<file path="config.mk">
export PLATFORM = sky130hd
export DESIGN_NAME = acc_offload_tracker
export DESIGN_NICKNAME = d
export VERILOG_FILES = /design/src/rtl/acc_offload_tracker.sv
export SDC_FILE = /design/constraint.sdc
export NUM_CORES = 1
export LEC_CHECK = 0
export ABC_AREA = 1
export ABC_CLOCK_PERIOD_IN_PS = 8700
export BUFFER_PORTS_ARGS = -buffer_cell sky130_fd_sc_hd__buf_2
export CAP_MARGIN = 20
export CORE_ASPECT_RATIO = 1.25
export CORE_MARGIN = 4
export CORE_UTILIZATION = 40
export CTS_CLUSTER_SIZE = 28
export DETAILED_ROUTE_END_ITERATION = 12
export PLACE_DENSITY_LB_ADDON = 0.25
export SETUP_SLACK_MARGIN = 0.15
export SLEW_MARGIN = 0
export SYNTH_ARGS = -nofsm -noshare
export SYNTH_HDL_FRONTEND = slang
export SYNTH_SLANG_ARGS = --single-unit
</file>
<file path="constraint.sdc">
create_clock -name clk_i -period 8.7 [get_ports clk_i]
set_input_delay 0.87 -clock clk_i [delete_from_list [all_inputs] [get_ports clk_i]]
set_output_delay 0.87 -clock clk_i [all_outputs]
set_load 0.005 [all_outputs]
</file>
<file path="src/rtl/acc_offload_tracker.sv">
// rtl/acc_offload_tracker.sv - Offload tracker between core offload port, predecoders and accelerator.
module acc_offload_tracker #(
  parameter int DataWidth      = 32,
  parameter int NumPrd         = 8,
  parameter int NumRs          = 3,
  parameter int MaxOutstanding = 4,
  parameter int ReqDepth       = 2,
  localparam int IdWidth   = (MaxOutstanding > 1) ? $clog2(MaxOutstanding) : 1,
  localparam int AddrWidth = (NumPrd > 1) ? $clog2(NumPrd) : 1,
  localparam int OutWidth  = $clog2(MaxOutstanding + 1)
) (
  input  logic                                clk_i,
  input  logic                                rst_i,
  input  logic                                x_q_valid_i,
  output logic                                x_q_ready_o,
  input  logic [31:0]                         x_instr_i,
  input  logic [NumRs-1:0][DataWidth-1:0]     x_rs_i,
  input  logic [NumRs-1:0]                    x_rs_valid_i,
  output logic                                x_k_accept_o,
  output logic                                x_k_writeback_o,
  output logic [31:0]                         prd_instr_o,
  input  logic [NumPrd-1:0]                   prd_accept_i,
  input  logic [NumPrd-1:0][NumRs-1:0]        prd_use_rs_i,
  input  logic [NumPrd-1:0]                   prd_writeback_i,
  output logic                                c_q_valid_o,
  input  logic                                c_q_ready_i,
  output logic [AddrWidth-1:0]                c_addr_o,
  output logic [31:0]                         c_op_o,
  output logic [NumRs-1:0][DataWidth-1:0]     c_arg_o,
  output logic [IdWidth-1:0]                  c_id_o,
  input  logic                                c_p_valid_i,
  output logic                                c_p_ready_o,
  input  logic [IdWidth-1:0]                  c_p_id_i,
  input  logic [DataWidth-1:0]                c_p_data_i,
  input  logic                                c_p_error_i,
  output logic                                x_p_valid_o,
  input  logic                                x_p_ready_i,
  output logic [4:0]                          x_p_rd_o,
  output logic [DataWidth-1:0]                x_p_data_o,
  output logic                                x_p_error_o,
  output logic [OutWidth-1:0]                 outstanding_o,
  output logic                                err_unknown_id_o
);
  localparam int PtrWidth = (ReqDepth > 1) ? $clog2(ReqDepth) : 1;
  localparam int CntWidth = $clog2(ReqDepth + 1);
  localparam int EntryW   = AddrWidth + 32 + NumRs * DataWidth + IdWidth;

  logic [MaxOutstanding-1:0] slot_valid_q, slot_valid_d;
  logic [MaxOutstanding-1:0] slot_wb_q, slot_wb_d;
  logic [4:0]                slot_rd_q [MaxOutstanding];
  logic [4:0]                slot_rd_d [MaxOutstanding];

  logic [EntryW-1:0]   mem_q [ReqDepth];
  logic [PtrWidth-1:0] wr_ptr_q, wr_ptr_d, rd_ptr_q, rd_ptr_d;
  logic [CntWidth-1:0] count_q, count_d;

  logic                 x_p_valid_q, x_p_valid_d, x_p_err_q, x_p_err_d, err_q, err_d;
  logic [4:0]           x_p_rd_q, x_p_rd_d;
  logic [DataWidth-1:0] x_p_data_q, x_p_data_d;

  logic [AddrWidth-1:0]           sel_idx;
  logic                           sel_found, wb_sel, src_ready, hazard, free_found, fire;
  logic [IdWidth-1:0]             free_idx;
  logic [NumRs-1:0]               use_rs;
  logic [NumRs-1:0][DataWidth-1:0] args_gated;
  logic [4:0]                     req_rd, resp_rd;
  logic                           fifo_empty, fifo_full, push_store, pop_mem;
  logic                           c_p_hs, resp_hit, resp_wb;
  logic [EntryW-1:0]              entry_in, head;
  logic [OutWidth-1:0]            pop_cnt;

  function automatic logic [PtrWidth-1:0] ptr_inc(input logic [PtrWidth-1:0] p);
    return (p == PtrWidth'(ReqDepth - 1)) ? '0 : p + 1'b1;
  endfunction

  always_comb begin
    sel_idx    = '0;
    sel_found  = 1'b0;
    free_idx   = '0;
    free_found = 1'b0;
    hazard     = 1'b0;
    req_rd     = x_instr_i[11:7];
    for (int i = 0; i < NumPrd; i++) begin
      if (prd_accept_i[i] && !sel_found) begin
        sel_found = 1'b1;
        sel_idx   = AddrWidth'(i);
      end
    end
    use_rs    = prd_use_rs_i[sel_idx];
    wb_sel    = sel_found & prd_writeback_i[sel_idx];
    src_ready = &(x_rs_valid_i | ~use_rs);
    for (int r = 0; r < NumRs; r++) begin
      args_gated[r] = use_rs[r] ? x_rs_i[r] : '0;
    end
    // Allocation and hazard both look at pre-edge slot state only.
    for (int i = 0; i < MaxOutstanding; i++) begin
      if (!slot_valid_q[i] && !free_found) begin
        free_found = 1'b1;
        free_idx   = IdWidth'(i);
      end
      if (slot_valid_q[i] && slot_wb_q[i] && slot_rd_q[i] == req_rd) hazard = 1'b1;
    end
    hazard = hazard & wb_sel & (req_rd != 5'd0);
  end

  assign fifo_empty      = (count_q == '0);
  assign fifo_full       = (count_q == CntWidth'(ReqDepth));
  assign fire            = x_q_valid_i & sel_found & src_ready & ~hazard & free_found & ~fifo_full;
  assign x_k_accept_o    = sel_found;
  assign x_k_writeback_o = wb_sel;
  assign x_q_ready_o     = ~sel_found | fire;
  assign prd_instr_o     = x_instr_i;

  // Fall-through: an empty FIFO presents the incoming entry directly.
  assign entry_in    = {sel_idx, x_instr_i, args_gated, free_idx};
  assign head        = fifo_empty ? entry_in : mem_q[rd_ptr_q];
  assign c_q_valid_o = ~fifo_empty | fire;
  assign {c_addr_o, c_op_o, c_arg_o, c_id_o} = head;
  assign pop_mem     = ~fifo_empty & c_q_ready_i;
  assign push_store  = fire & ~(fifo_empty & c_q_ready_i);

  always_comb begin
    wr_ptr_d = push_store ? ptr_inc(wr_ptr_q) : wr_ptr_q;
    rd_ptr_d = pop_mem ? ptr_inc(rd_ptr_q) : rd_ptr_q;
    count_d  = count_q + CntWidth'(push_store) - CntWidth'(pop_mem);
  end

  assign c_p_ready_o = ~x_p_valid_q | x_p_ready_i;
  assign c_p_hs      = c_p_valid_i & c_p_ready_o;

  always_comb begin
    resp_hit     = 1'b0;
    resp_wb      = 1'b0;
    resp_rd      = '0;
    pop_cnt      = '0;
    slot_valid_d = slot_valid_q;
    slot_wb_d    = slot_wb_q;
    slot_rd_d    = slot_rd_q;
    for (int i = 0; i < MaxOutstanding; i++) begin
      if (c_p_id_i == IdWidth'(i) && slot_valid_q[i]) begin
        resp_hit = 1'b1;
        resp_wb  = slot_wb_q[i];
        resp_rd  = slot_rd_q[i];
      end
      pop_cnt = pop_cnt + OutWidth'(slot_valid_q[i]);
    end
    if (fire) begin
      slot_valid_d[free_idx] = 1'b1;
      slot_wb_d[free_idx]    = wb_sel;
      slot_rd_d[free_idx]    = req_rd;
    end
    if (c_p_hs && resp_hit) slot_valid_d[c_p_id_i] = 1'b0;

    err_d       = err_q | (c_p_hs & ~resp_hit);
    x_p_valid_d = x_p_valid_q;
    x_p_rd_d    = x_p_rd_q;
    x_p_data_d  = x_p_data_q;
    x_p_err_d   = x_p_err_q;
    if (c_p_hs && resp_hit && resp_wb) begin
      x_p_valid_d = 1'b1;
      x_p_rd_d    = resp_rd;
      x_p_data_d  = c_p_data_i;
      x_p_err_d   = c_p_error_i;
    end else if (x_p_valid_q && x_p_ready_i) begin
      x_p_valid_d = 1'b0;
      x_p_rd_d    = '0;
      x_p_data_d  = '0;
      x_p_err_d   = 1'b0;
    end
  end

  always_ff @(posedge clk_i or posedge rst_i) begin
    if (rst_i) begin
      slot_valid_q <= '0;
      slot_wb_q    <= '0;
      for (int i = 0; i < MaxOutstanding; i++) slot_rd_q[i] <= '0;
      wr_ptr_q     <= '0;
      rd_ptr_q     <= '0;
      count_q      <= '0;
      x_p_valid_q  <= 1'b0;
      x_p_rd_q     <= '0;
      x_p_data_q   <= '0;
      x_p_err_q    <= 1'b0;
      err_q        <= 1'b0;
    end else begin
      slot_valid_q <= slot_valid_d;
      slot_wb_q    <= slot_wb_d;
      slot_rd_q    <= slot_rd_d;
      wr_ptr_q     <= wr_ptr_d;
      rd_ptr_q     <= rd_ptr_d;
      count_q      <= count_d;
      x_p_valid_q  <= x_p_valid_d;
      x_p_rd_q     <= x_p_rd_d;
      x_p_data_q   <= x_p_data_d;
      x_p_err_q    <= x_p_err_d;
      err_q        <= err_d;
    end
  end

  always_ff @(posedge clk_i) begin
    if (push_store) mem_q[wr_ptr_q] <= entry_in;
  end

  assign x_p_valid_o      = x_p_valid_q;
  assign x_p_rd_o         = x_p_rd_q;
  assign x_p_data_o       = x_p_data_q;
  assign x_p_error_o      = x_p_err_q;
  assign err_unknown_id_o = err_q;
  assign outstanding_o    = pop_cnt;
endmodule

</file>
# ---- After elaboration in Yosys (flattened, before gate mapping)
# Memories as Yosys holds them, arrays and structs flattened.
# Cells that the tools add are included.
dict set report word_totals {
  ramBits 266
  in_bits 212
  output_inout_bits 213
  register_bits 72
  memories 1
}
# name depth width read_ports rd_clocked_by_memory_dff wr line_no
set memory_table {}
lappend memory_table {mem_q 2 133 1 0 1 53} ;# logic [EntryW-1:0] mem_q [ReqDepth];
dict set report op_classes {
  muxes 67
  bitwise 30
  reduce_logical 45
  eq_ne 8
  addsub 7
  magnitude_cmp 7
}
# operator n
set op_table {}
lappend op_table {{$mux W32} 5}
lappend op_table {{$mux W133} 1}
lappend op_table {{$mux W1} 36}
lappend op_table {{$mux W5} 7}
lappend op_table {{$logic_and A1 B1 Y1} 28}
lappend op_table {{$bwmux W20} 1}
lappend op_table {{$eq A5 B5 Y1} 4}
lappend op_table {{$mux W3} 5}
lappend op_table {{$and A1 B1 Y1} 13}
lappend op_table {{$logic_not A1 Y1} 12}
lappend op_table {{$demux W5 S2} 1}
lappend op_table {{$bmux W3 S3} 1}
lappend op_table {{$mux W2} 4}
lappend op_table {{$mux W4} 2}
lappend op_table {{$not A1 Y1} 7}
lappend op_table {{$eq A2 B2 Y1 const B} 3}
lappend op_table {{$lt A2 B3 Y1 const B} 2}
lappend op_table {{$reduce_bool A5 Y1} 1}
lappend op_table {{$and A4 B4 Y4} 1}
lappend op_table {{$bwmux W4} 1}
lappend op_table {{$demux W1 S2} 2}
lappend op_table {{$ge A2 B1 Y1 const B} 2}
lappend op_table {{$logic_not A2 Y1} 2}
lappend op_table {{$lt A3 B4 Y1 const B} 1}
lappend op_table {{18 further kinds} 22}

# ---- Depth between registers and ports, before layout
dict set report depth {
  ltp_word 34
  depth_mapped 20
  mapped_depth_nobuf 18
}

# ---- Least setup slack after synthesis
# Ideal clock, no wire load.
dict set report synth_path {
  path_kind {input -> register}
  startpoint {in prd_accept_i[1]}
  endpoint {mem mem_q[1][0] in the netlist's numbering (enable)}
  path_buffers 2
  required_time_ps 8073
  setup_time_ps 627
  arrival_time_ps 7834
  cell_stages 15
  setup_slack_ps 239
  path_cell_list {nor2_2 -> nand2_2 -> nor2_2 -> nand4_4 -> buf_6 -> nand3_1 -> nand3_1 -> nand3_1 -> nand2_2 -> nand2_1 -> nand2_2 -> nor2_4 -> buf_6 -> nand3_1 -> nor2_1}
}
dict set report synth_via {
  elab_chain_len 32
  word_cells_on_any_way 46
  cone_classes {20 x mux; 12 x bitwise; 14 x reduce/logical}
}
# element line_no
set synth_rtl {}
lappend synth_rtl {{start: declaration} 22} ;# input logic [NumPrd-1:0] prd_accept_i,
lappend synth_rtl {{$logic_and A1 B1 Y1 *} 84} ;# if (prd_accept_i[i] && !sel_found) begin
lappend synth_rtl {{$mux W1} 84}
lappend synth_rtl {{$logic_not A1 Y1} 84}
lappend synth_rtl {{$logic_and A1 B1 Y1} 84}
lappend synth_rtl {{$mux W1} 84}
lappend synth_rtl {{$logic_not A1 Y1} 84}
lappend synth_rtl {{$logic_and A1 B1 Y1} 84}
lappend synth_rtl {{$mux W1} 84}
lappend synth_rtl {{[14 not listed]} -}
lappend synth_rtl {{$not A3 Y3 / $and A1 B1 Y1 (equally long branches)} {91, 90}}
lappend synth_rtl {{$or A3 B3 Y3 / $and A1 B1 Y1 (equally long branches)} {91, 103}}
lappend synth_rtl {{$reduce_and A3 Y1 / $and A1 B1 Y1 (equally long branches)} {91, 103}}
lappend synth_rtl {{$and A1 B1 Y1 / $not A1 Y1 (equally long branches)} 108} ;# assign fire = x_q_valid_i & sel_found & src_ready & ~hazard & free_found & ~fifo_full;
lappend synth_rtl {{$and A1 B1 Y1 * (3 in series)} 108}
lappend synth_rtl {{$and A1 B1 Y1 *} 120} ;# assign push_store = fire & ~(fifo_empty & c_q_ready_i);
lappend synth_rtl {{$mux W1 *} 201} ;# if (push_store) mem_q[wr_ptr_q] <= entry_in;
lappend synth_rtl {{$mux W1 (implied by the code) *} 201}
lappend synth_rtl {{end: declaration} 53}
# Every way passes the cells marked *; elsewhere a longest branch is shown, timed or not. The select of a mux whose other input is x is not followed.

# ---- Worst setup path after layout
dict set report layout_path {
  startpoint {in prd_accept_i[5]}
  endpoint {mem mem_q[0][129] in the netlist's numbering (enable)}
}
dict set report layout_via {
  elab_chain_len 20
  word_cells_on_any_way 30
  cone_classes {12 x mux; 12 x bitwise; 6 x reduce/logical}
}
# element line_no
set layout_rtl {}
lappend layout_rtl {{$logic_and A1 B1 Y1 *} 84}
lappend layout_rtl {{$mux W1} 84}
lappend layout_rtl {{$logic_not A1 Y1} 84}
lappend layout_rtl {{$logic_and A1 B1 Y1} 84}
lappend layout_rtl {{$mux W1} 84}
lappend layout_rtl {{$logic_not A1 Y1} 84}
lappend layout_rtl {{$logic_and A1 B1 Y1} 84}
lappend layout_rtl {{$mux W3} 84}
lappend layout_rtl {{[2 not listed]} -}
lappend layout_rtl {{$not A3 Y3 / $and A1 B1 Y1 (equally long branches)} {91, 90}}
lappend layout_rtl {{$or A3 B3 Y3 / $and A1 B1 Y1 (equally long branches)} {91, 103}}
lappend layout_rtl {{$reduce_and A3 Y1 / $and A1 B1 Y1 (equally long branches)} {91, 103}}
lappend layout_rtl {{$and A1 B1 Y1 / $not A1 Y1 (equally long branches)} 108}
lappend layout_rtl {{$and A1 B1 Y1 * (3 in series)} 108}
lappend layout_rtl {{$and A1 B1 Y1 *} 120}
lappend layout_rtl {{$mux W1 *} 201}
lappend layout_rtl {{$mux W1 (implied by the code) *} 201}
# Marked as above.

==> impl_metrics.prom <==
# TYPE chip_impl_metric gauge
chip_impl_metric{name="fraction_of_layout_instances_using_a_drive_strength_above_1",unit="%"} 25.8
chip_impl_info{name="tritoncts",value="built"} 1
chip_impl_info{name="critical_path.startpoint_type",value="primary input"} 1
chip_impl_metric{name="detailedPlace.worstSlack",unit="ps"} 3000
chip_impl_metric{name="post_cts.repair.setup_buffers",unit=""} 0
chip_impl_metric{name="wirelength",unit="mm"} 44.7
chip_impl_metric{name="dpl.hpwl",unit="mm"} 30.3
chip_impl_metric{name="setup_viol_count_final",unit=""} 0
chip_impl_info{name="worstSetupPathType",value="primary input to flop"} 1
chip_impl_metric{name="grt_overflow_total",unit=""} 0
chip_impl_metric{name="post_dp_cell_area",unit="mm²"} 0.0179
chip_impl_metric{name="power.internal",unit="mW"} 3.85
chip_impl_metric{name="cts_inserted_buffers",unit=""} 36
chip_impl_info{name="synthTopCellsByArea",value="sky130_fd_sc_hd__edfxtp_1, sky130_fd_sc_hd__nand2_1, sky130_fd_sc_hd__dfrtp_1"} 1
chip_impl_info{name="synth_top_area_cell",value="sky130_fd_sc_hd__edfxtp_1"} 1
chip_impl_metric{name="postSynthRegisterBits",unit=""} 338
chip_impl_metric{name="cts-root-to-sink-buffers",unit=""} 3
chip_impl_metric{name="syn2layout_area_growth",unit="%"} 21.0
chip_impl_metric{name="cts_resized",unit=""} 0
chip_impl_metric{name="cts_num_sinks",unit=""} 338
chip_impl_metric{name="detailedRoute.firstPassIterationCount",unit=""} 6
chip_impl_metric{name="area_share_of_the_largest_cell_type_after_synthesis",unit="%"} 50.9
chip_impl_metric{name="clk-insertion-delay-late",unit="ps"} 540
chip_impl_metric{name="post-route-worst-setup-slack",unit="ps"} 3560
chip_impl_metric{name="timing.final.crit_share",unit="%"} 59.1
chip_impl_metric{name="synth_cell_type_count",unit=""} 46
chip_impl_metric{name="worst_setup_hold_path_clk_slew",unit="ps"} 60
chip_impl_metric{name="port-buffer-count",unit=""} 424
chip_impl_metric{name="final.setup.tns",unit="ps"} 0
chip_impl_metric{name="placeableCoreArea",unit="mm²"} 0.0384
chip_impl_metric{name="power_share_of_the_clock_group",unit="%"} 23.5
chip_impl_metric{name="crit_required",unit="ps"} 8850
chip_impl_metric{name="report.final.hold_viol_count",unit=""} 0
chip_impl_metric{name="leakage",unit="nW"} 8.84
chip_impl_metric{name="num-nets-final",unit=""} 2185
chip_impl_metric{name="finalWorstPathRequiredPeriod",unit="ps"} 5140
chip_impl_metric{name="fp.dieArea",unit="mm²"} 0.0425
chip_impl_metric{name="number_of_antenna_violations_at_the_first_check_in_global_routing",unit=""} 4
chip_impl_metric{name="grt_max_degree",unit=""} 134
chip_impl_metric{name="synth_area_per_cell",unit="µm²"} 9.70
chip_impl_metric{name="switching_share",unit="%"} 38.0
chip_impl_metric{name="yosys_warnings",unit=""} 0
chip_impl_metric{name="routedWlPerCell",unit="µm"} 18.0
chip_impl_metric{name="setup.reg_to_reg.worst_slack",unit="ps"} 4850
chip_impl_metric{name="antenna_left",unit=""} 0
chip_impl_metric{name="drc",unit=""} 0
chip_impl_metric{name="p_comb_share",unit="%"} 39.8
chip_impl_metric{name="htreeDepth",unit=""} 2
chip_impl_metric{name="num_io_pins",unit=""} 425
chip_impl_info{name="ctsRootBufferMaster",value="sky130_fd_sc_hd__clkbuf_16"} 1
chip_impl_metric{name="max-vdd-ir-drop",unit="µV"} 147
chip_impl_metric{name="die_boundary_width",unit="µm"} 185
chip_impl_metric{name="fp.dieH",unit="µm"} 230
chip_impl_metric{name="timing_max_transition_violations_final",unit=""} 0
chip_impl_metric{name="fin_area",unit="mm²"} 0.0190
chip_impl_metric{name="max_freq",unit="GHz"} 0.195
chip_impl_metric{name="synth_area",unit="mm²"} 0.0157
chip_impl_metric{name="std_cell_rows",unit=""} 80
chip_impl_metric{name="place.gp.congestion",unit=""} 0.871
chip_impl_metric{name="worstMarginPinSlew",unit="ps"} 1110
chip_impl_info{name="worst_setup_path_end_kind",value="flop"} 1
chip_impl_metric{name="crit_fanout",unit=""} 93
chip_impl_metric{name="finalClockSkew",unit="ps"} 19.6
chip_impl_info{name="rsz0062_at_grt",value="false"} 1
chip_impl_metric{name="synthesis.instances",unit=""} 1620
chip_impl_metric{name="global_route.usage.total",unit="%"} 20.0
chip_impl_metric{name="floorplan.initialDensity",unit="%"} 40.9
chip_impl_metric{name="total_number_of_vias",unit=""} 12726
chip_impl_metric{name="violation_count_after_the_first_detailed_route_iteration",unit=""} 1031
chip_impl_metric{name="critical_path_arrival",unit="ps"} 5290
chip_impl_metric{name="p_seq_share",unit="%"} 36.7
chip_impl_metric{name="synth_seq_area_share",unit="%"} 62.3
chip_impl_metric{name="cts_hold_buf",unit=""} 0
chip_impl_metric{name="p_sw",unit="mW"} 2.37
chip_impl_metric{name="max_slew_margin",unit="%"} 25.8
chip_impl_metric{name="power.density",unit="mW/mm²"} 327
chip_impl_metric{name="cap_viol_max_count",unit=""} 0
chip_impl_metric{name="postSynthNetCount",unit=""} 1839
chip_impl_info{name="status",value="completed"} 1
chip_impl_metric{name="grt_pass1_vias",unit=""} 12299
chip_impl_metric{name="global_route_wire_length_before_repair",unit="mm"} 67.8
chip_impl_metric{name="routed_via_density",unit=""} 5.12
chip_impl_info{name="min-delay-path-class",value="flop to flop"} 1
through the flow:
stage	hold slack, ps	instances	utilization (%)	total power, mW
2_1_floorplan	442	1620	-	3.69
3_3_place_gp	450	2420	46.5	4.79
3_5_place_dp	456	2420	46.5	4.82
4_1_cts	469	2482	49.4	6.30
5_1_grt	498	2486	49.4	6.65
6_report	464	2487	49.5	6.22
final cells by class:
cell class | count | area (µm²)
Fill cell | 3650 | 19400
Sequential cell | 338 | 9790
Multi-Input combinational cell | 1006 | 4690
Timing Repair Buffer | 434 | 2210
Clock buffer | 45 | 976
Tap cell | 492 | 616
Inverter | 150 | 576
Clock inverter | 17 | 139
Antenna cell | 5 | 12.5
flip-flops by register name, summed over array words and instances (netlist names):
name              count
count_q               2
err_unknown_id_o      1
mem_q               266
rd_ptr_q              1
slot_rd_q            20
slot_valid_q          4
slot_wb_q             4
wr_ptr_q              1
x_p_data_o           32
x_p_error_o           1
x_p_rd_o              5
x_p_valid_o           1
cell usage in the layout (no fill, tap or decap), types with 3 or more instances in the layout:
cell type and count:
sky130_fd_sc_hd__a21oi_1 75, sky130_fd_sc_hd__a221oi_1 5, sky130_fd_sc_hd__a22oi_1 4, sky130_fd_sc_hd__a31o_2 4
sky130_fd_sc_hd__a31oi_1 101, sky130_fd_sc_hd__buf_2 424, sky130_fd_sc_hd__buf_4 9, sky130_fd_sc_hd__clkbuf_1 6
sky130_fd_sc_hd__clkbuf_16 37, sky130_fd_sc_hd__clkinv_1 9, sky130_fd_sc_hd__clkinv_2 4, sky130_fd_sc_hd__dfrtp_1 71
sky130_fd_sc_hd__diode_2 5, sky130_fd_sc_hd__edfxtp_1 266, sky130_fd_sc_hd__ha_1 6, sky130_fd_sc_hd__inv_1 144
sky130_fd_sc_hd__inv_2 3, sky130_fd_sc_hd__inv_6 3, sky130_fd_sc_hd__nand2_1 485, sky130_fd_sc_hd__nand2_2 7
sky130_fd_sc_hd__nand3_1 78, sky130_fd_sc_hd__nand4_1 28, sky130_fd_sc_hd__nor2_1 146, sky130_fd_sc_hd__nor2_2 4
sky130_fd_sc_hd__nor2_4 5, sky130_fd_sc_hd__nor3_1 9, sky130_fd_sc_hd__o21ai_0 13, sky130_fd_sc_hd__o221ai_1 3
sky130_fd_sc_hd__o22ai_1 6, sky130_fd_sc_hd__xnor2_1 4, sky130_fd_sc_hd__xor2_1 4
cells by family (layout without fill, tap and decap cells):
group / count (synthesis) / after routing / share of synthesized area (%)
flip-flops: 338 / 338 / 62.3
AO/OA/AOI/OAI: 220 / 220 / 8.43
XOR/XNOR: 8 / 8 / 0.446
adder cells (fa/ha/maj): 7 / 7 / 0.605
buffers and inverters: 276 / 646 / 7.93
other: 0 / 5 / 0
AND/OR/NAND/NOR: 771 / 771 / 20.3
worst max-delay path, cell delays in order:
cell,delay [ps]
sky130_fd_sc_hd__buf_2,110
sky130_fd_sc_hd__inv_1,170
sky130_fd_sc_hd__nor2_2,90
sky130_fd_sc_hd__nor2_4,270
sky130_fd_sc_hd__nand2_2,310
sky130_fd_sc_hd__nand2_1,160
sky130_fd_sc_hd__nand3_1,90
sky130_fd_sc_hd__nand3_1,120
sky130_fd_sc_hd__nand2_2,390
sky130_fd_sc_hd__nand2_1,180
sky130_fd_sc_hd__nand2_1,130
sky130_fd_sc_hd__nor2_4,580
sky130_fd_sc_hd__nand4_1,360
sky130_fd_sc_hd__inv_6,770
sky130_fd_sc_hd__buf_4,630
Yosys cell counts (all sizes together):
cell / number
o21ai: 14
a31o: 4
a211oi: 2
nor3: 10
o221ai: 3
and3: 1
a31oi: 101
a22oi: 4
clkinv: 1
o2111a: 1
nand2: 492
a21oi: 75
or2: 2
o2111ai: 1
clkbuf: 66
fa: 1
nand3: 79
buf: 60
inv: 149
o22ai: 6
nor4: 1
o21bai: 1
o211ai: 2
ha: 6
edfxtp: 266
xor2: 4
a41oi: 1
nand3b: 1
xnor2: 4
a221oi: 5
nand4: 30
dfrtp: 72
nor2: 155
path summary, 6_finish.rpt:
check / startpoint / endpoint / depth (start not counted)
min: err_unknown_id_o$_DFF_PP0_ / err_unknown_id_o$_DFF_PP0_ / 1
max in group asynchronous: rst_i / rd_ptr_q$_DFFE_PP0P_ / 3
min in group asynchronous: rst_i / x_p_data_o[14]$_DFFE_PP0P_ / 3
max reg2reg: slot_valid_q[0]$_DFF_PP0_ / mem_q[0][129]$_DFFE_PP_ / 9
min reg2reg: err_unknown_id_o$_DFF_PP0_ / err_unknown_id_o$_DFF_PP0_ / 1
max: prd_accept_i[5] / mem_q[0][129]$_DFFE_PP_ / 15
power groups by stage:
stage          logic (mW)  clock network [mW]  registers, mW
2_1_floorplan        1.41                   0           2.27
3_5_place_dp         2.51                   0           2.31
3_3_place_gp         2.49                   0           2.30
4_1_cts              2.52                1.50           2.28
5_1_grt              2.76                1.57           2.32
6_report             2.47                1.46           2.28
per-layer routing:
metal	GRT usage, %	vias up	part of all wire, %
met4	7.55	0	3.8
met2	33.6	490	49
met1	25.8	6032	40
li1	-	6117	-
met5	0	-	0
met3	3.55	87	6.7
(Power assumes the default switching activity.)
